`config.mk`:
```
export PLATFORM = sky130hd
export DESIGN_NAME = alu
export DESIGN_NICKNAME = d
export VERILOG_FILES = /design/src/rtl/alu_pkg.sv /design/src/rtl/alu_addsub.sv /design/src/rtl/alu.sv
export SDC_FILE = /design/constraint.sdc
export NUM_CORES = 1
export LEC_CHECK = 0
export CORE_UTILIZATION = 35
export CTS_BUF_LIST = sky130_fd_sc_hd__clkbuf_4
export DETAILED_ROUTE_END_ITERATION = 8
export GPL_ROUTABILITY_DRIVEN = 0
export PLACE_DENSITY = 0.61
export REMOVE_ABC_BUFFERS = 1
export SKIP_LAST_GASP = 1
export SYNTH_ARGS = -nofsm -noshare
export SYNTH_HDL_FRONTEND = slang
export SYNTH_SLANG_ARGS = --single-unit
```
`constraint.sdc`:
```
create_clock -name clk -period 0.8 [get_ports clk]
set_input_delay 0.08 -clock clk [delete_from_list [all_inputs] [get_ports clk]]
set_output_delay 0.08 -clock clk [all_outputs]
set_load 0.01 [all_outputs]
```
`src/rtl/alu_pkg.sv`:
```
// Shared definitions for the ALU slice.
// Contents:
//   alu_op_e : names for the eight 3-bit operation encodings.
package alu_pkg;

  typedef enum logic [2:0] {
    OP_ADD = 3'b000,
    OP_SUB = 3'b001,
    OP_AND = 3'b010,
    OP_OR  = 3'b011,
    OP_XOR = 3'b100,
    OP_SHL = 3'b101,
    OP_SHR = 3'b110,
    OP_SLT = 3'b111
  } alu_op_e;

endpackage

```
`src/rtl/alu_addsub.sv`:
```
// Shared adder/subtractor for ADD and SUB. Purely combinational.
// Ports:
//   A, B     : operands (WIDTH bits)
//   sub      : 0 = A+B, 1 = A-B
//   sum      : result modulo 2^WIDTH
//   carry    : carry-out for add, borrow (A < B unsigned) for subtract
//   overflow : two's-complement overflow of the selected operation
module alu_addsub #(
  parameter int WIDTH = 8
) (
  input  logic [WIDTH-1:0] A,
  input  logic [WIDTH-1:0] B,
  input  logic             sub,
  output logic [WIDTH-1:0] sum,
  output logic             carry,
  output logic             overflow
);

  logic [WIDTH-1:0] b_eff_s;
  logic [WIDTH:0]   full_s;

  // Subtraction is A + ~B + 1, so one adder serves both operations.
  assign b_eff_s = sub ? ~B : B;
  assign full_s  = {1'b0, A} + {1'b0, b_eff_s} + {{WIDTH{1'b0}}, sub};
  assign sum     = full_s[WIDTH-1:0];

  // In subtract mode the raw carry-out is the inverse of the borrow.
  assign carry   = sub ? ~full_s[WIDTH] : full_s[WIDTH];

  // Overflow when the effective addends agree in sign but the sum does not.
  assign overflow = (A[WIDTH-1] == b_eff_s[WIDTH-1]) && (sum[WIDTH-1] != A[WIDTH-1]);

endmodule

```
`src/rtl/alu.sv`:
```
// Registered ALU: eight operations selected by OpCode. The result and flags
// are captured one cycle after the inputs; a new op can be issued every cycle.
// Ports:
//   clk, rst_n : clock (rising edge), asynchronous active-low reset
//   A, B       : operands (WIDTH bits, WIDTH >= 2)
//   OpCode     : operation select (see alu_pkg::alu_op_e)
//   res        : registered result
//   carry      : registered carry / borrow (ADD, SUB only; else 0)
//   overflow   : registered two's-complement overflow (ADD, SUB only; else 0)
//   zero       : registered flag, res == 0
//   neg        : registered flag, res MSB
module alu
  import alu_pkg::*;
#(
  parameter int WIDTH = 8
) (
  input  logic             clk,
  input  logic             rst_n,
  input  logic [WIDTH-1:0] A,
  input  logic [WIDTH-1:0] B,
  input  logic [2:0]       OpCode,
  output logic [WIDTH-1:0] res,
  output logic             carry,
  output logic             overflow,
  output logic             zero,
  output logic             neg
);

  alu_op_e          op_s;
  logic             sub_s;
  logic [WIDTH-1:0] sum_s;
  logic             as_carry_s;
  logic             as_ovf_s;
  logic             slt_s;

  logic [WIDTH-1:0] res_s;
  logic             carry_s;
  logic             ovf_s;
  logic             zero_s;
  logic             neg_s;

  logic [WIDTH-1:0] res_r;
  logic             carry_r;
  logic             ovf_r;
  logic             zero_r;
  logic             neg_r;

  assign op_s  = alu_op_e'(OpCode);
  assign sub_s = (op_s == OP_SUB);
  assign slt_s = ($signed(A) < $signed(B));

  alu_addsub #(
    .WIDTH    (WIDTH)
  ) u_addsub (
    .A        (A),
    .B        (B),
    .sub      (sub_s),
    .sum      (sum_s),
    .carry    (as_carry_s),
    .overflow (as_ovf_s)
  );

  // Next-cycle result and arithmetic flags selected by operation.
  always_comb begin
    res_s   = '0;
    carry_s = 1'b0;
    ovf_s   = 1'b0;
    case (op_s)
      OP_ADD, OP_SUB: begin
        res_s   = sum_s;
        carry_s = as_carry_s;
        ovf_s   = as_ovf_s;
      end
      OP_AND:  res_s = A & B;
      OP_OR:   res_s = A | B;
      OP_XOR:  res_s = A ^ B;
      // Shifted-out bits are dropped; carry stays 0.
      OP_SHL:  res_s = {A[WIDTH-2:0], 1'b0};
      OP_SHR:  res_s = {1'b0, A[WIDTH-1:1]};
      OP_SLT:  res_s = {{(WIDTH-1){1'b0}}, slt_s};
      default: res_s = '0;
    endcase
  end

  assign zero_s = (res_s == '0);
  assign neg_s  = res_s[WIDTH-1];

  // Output registers; reset clears everything without waiting for clk.
  always_ff @(posedge clk or negedge rst_n) begin
    if (!rst_n) begin
      res_r   <= '0;
      carry_r <= 1'b0;
      ovf_r   <= 1'b0;
      zero_r  <= 1'b0;
      neg_r   <= 1'b0;
    end else begin
      res_r   <= res_s;
      carry_r <= carry_s;
      ovf_r   <= ovf_s;
      zero_r  <= zero_s;
      neg_r   <= neg_s;
    end
  end

  assign res      = res_r;
  assign carry    = carry_r;
  assign overflow = ovf_r;
  assign zero     = zero_r;
  assign neg      = neg_r;

endmodule

```
==> flow_summary.json <==
{
  "finalHoldViolations": 0,
  "ys_seq_area_share_pct": 16.5,
  "layout.cells.non_filler": 347,
  "synth_area_mm2": 0.00167,
  "grt_overflow": 0,
  "p_int_w": 0.00198,
  "grt_pass1_wl_mm": 7.86,
  "rows": 24,
  "final_max_slew_viol_count": 0,
  "slew_headroom_pct": 67.0,
  "dieArea_mm2": 0.00505,
  "ioPinCount": 33,
  "drt-total-wl_mm": 5.21,
  "avgSynthCellArea_um2": 8.47,
  "antenna_found_initial": 0,
  "cts_num_sinks": 11,
  "first_pass_iters": 7,
  "power_switching_w": 0.00120,
  "cp-end-kind": "flop",
  "async_flop_share_pct": 100,
  "synth_top_area_cell": "ha_1",
  "required_ns": 0.96,
  "cts.htree.levels": 1,
  "holdWs_ns": 0.110,
  "ant_nets": 0,
  "clock_path_buffers": 2,
  "critPathLaunchType": "input pin",
  "arrival_ns": 2.64,
  "power_w": 0.00318,
  "die_w_um": 71.1,
  "cap_violations": 0,
  "crit_slowest_cell": "or3b_4",
  "final_nets": 349,
  "tns_ns": -13.28,
  "antennaDiodeCount": 0,
  "period_needed_ns": 2.48,
  "cp_top_family": "simple AND/OR/NAND/NOR gates",
  "dp_hpwl_mm": 3.38,
  "ys_ff_latch": 11,
  "cts-root-buf": "clkbuf_4",
  "port_buffers": 32,
  "outcome": "finished with violations",
  "crit_fanout": 3,
  "yosysMostFrequentCell": "ha_1",
  "critical_path_class": "in -> reg",
  "p_sw_share_pct": 37.8,
  "yosys_most_used_dff": "dfrtp_1",
  "cts.clk_slew.worst_paths_ns": 0.07,
  "critPathMaxStageDelay_ns": 0.45,
  "cp.buffers_inverters": 2,
  "grt_usage_pct": 19.3,
  "rsz0062_at_grt": "true",
  "synth-edff-count": 0,
  "multiInputGateArea_mm2": 0.00170,
  "dpl_cell_area_mm2": 0.00242,
  "synth.top_cells.by_area": "ha_1 (23%), dfrtp_1 (16%), a21oi_1 (5.4%)",
  "cts_hold_buf": 0,
  "first_global_vias": 1683,
  "finalCritPeriodShare_pct": 310,
  "violations": "DRC, setup timing",
  "hold_path_class": "in -> async",
  "p_per_area_mw_per_mm2": 1060,
  "dp.cells": 327,
  "fillers": 322,
  "cts_buffers": 3,
  "routedWlPerCell_um": 15.0,
  "max_freq_ghz": 0.404,
  "drive_gt1_share_pct": 60.0,
  "leakage_nw": 1.37,
  "cts_tree": "yes",
  "start_util_pct": 37.3,
  "vias": 1822,
  "finalSetupViolations": 23,
  "synthCells": 197,
  "tightest_slew_ns": 0.493,
  "drc_errors": 4,
  "seqCellArea_um2": 275,
  "p_seq_share_pct": 20.0,
  "core-area_mm2": 0.00447,
  "worstPathCellList": "buf_6, or3b_4, xnor2_4, buf_6, fa_2, a211oi_4, or4b_2, nand4_1, o211a_1, or3_4, nor4_4",
  "setup_ws_ns": -1.68,
  "combPwrFrac_pct": 67.5,
  "grt_max_degree": 30,
  "clock_power_share_pct": 12.4,
  "vias_per_cell": 5.25,
  "cpMostUsedCell": "buf_6",
  "yosysTopAreaCellShare_pct": 23.2,
  "synth_common_cells": "ha_1 (31), inv_1 (19), a21oi_1 (18)",
  "ir_drop_uv": 425,
  "stdcell_area_mm2": 0.00299,
  "drt-initial-drc-count": 103,
  "areaGrowthSynthToFinish_pct": 79.0,
  "synth_warnings": 0,
  "ys_types": 48,
  "fp.dieH_um": 71.1
}
metrics by stage:
stage | setup WS, ns | util, %
3_3_place_gp | -2.13 | 54.1
2_1_floorplan | -1.71 | -
5_1_grt | -1.71 | 66.8
6_report | -1.68 | 66.8
4_1_cts | -1.70 | 61.8
3_5_place_dp | -2.22 | 54.1
registers in the layout, summed over array words and instances, names as in the netlist:
name / flops
carry: 1
zero: 1
res: 7
overflow: 1
neg: 1
how the worst max path moves through the flow:
stage                    from    to  slack (ns)  cells past startpoint
finish              OpCode[2]  zero       -1.68                     11
floorplan           OpCode[2]  zero       -1.71                      9
CTS                 OpCode[1]  zero       -1.70                     10
global placement    OpCode[0]  zero       -2.13                     10
global route        OpCode[2]  zero       -1.71                     11
detailed placement  OpCode[0]  zero       -2.22                     10
metal layers:
metal  vias up  GRT usage [%]  wire (um)
li1        900              -          -
met1       886           27.3       2490
met2        30           32.8       2540
met3         6          0.427        131
met4         0           4.44         52
met5         -              0          0
what timing repair did:
item / CTS / global route
setup buffers: 13 / 6
setup endpoints to repair: 23 / 23
endpoints found under the hold margin: 0 / 0
pin swaps: 34 / 29
resized for setup: 195 / 36
cloned: 0 / 0
area by class of cell:
| cell class | instances | area share [%] |
|---|---|---|
| Clock buffer | 4 | 1.01 |
| Inverter | 19 | 2.64 |
| Multi-Input combinational cell | 155 | 56.7 |
| Sequential cell | 11 | 9.21 |
| Tap cell | 52 | 2.18 |
| Timing Repair Buffer | 106 | 28.2 |
layout by cell type (no fill, tap or decap), drive strengths merged, types with 4 or more instances in the layout:
cell type  instances
clkbuf             5
o21ai             10
nor2              10
a21oi             19
nand2              5
mux2i              6
buf              101
ha                31
dfrtp             11
nor2b              5
nand3b             4
xnor2             10
inv               19
o211ai             5
nand2b             7
power groups by stage:
stage          clock network (W)  logic (W)  registers (W)
2_1_floorplan                  0   0.000662       0.000693
3_3_place_gp                   0    0.00153       0.000649
3_5_place_dp                   0    0.00155       0.000651
4_1_cts                 0.000402    0.00184       0.000637
5_1_grt                 0.000422    0.00229       0.000642
6_report                0.000396    0.00215       0.000636
kinds of logic (layout without fill, tap and decap cells):
| family | Yosys count | after routing | synth area share (%) |
|---|---|---|---|
| simple gates | 51 | 51 | 17.7 |
| fa+ha+maj | 32 | 32 | 24.4 |
| buf+inv | 31 | 129 | 8.55 |
| flops | 11 | 11 | 16.5 |
| compound gates | 53 | 53 | 21.6 |
| xor+xnor | 12 | 12 | 6.30 |
| mux | 7 | 7 | 4.95 |
No activity file was read; power rests on OpenSTA's default activity.
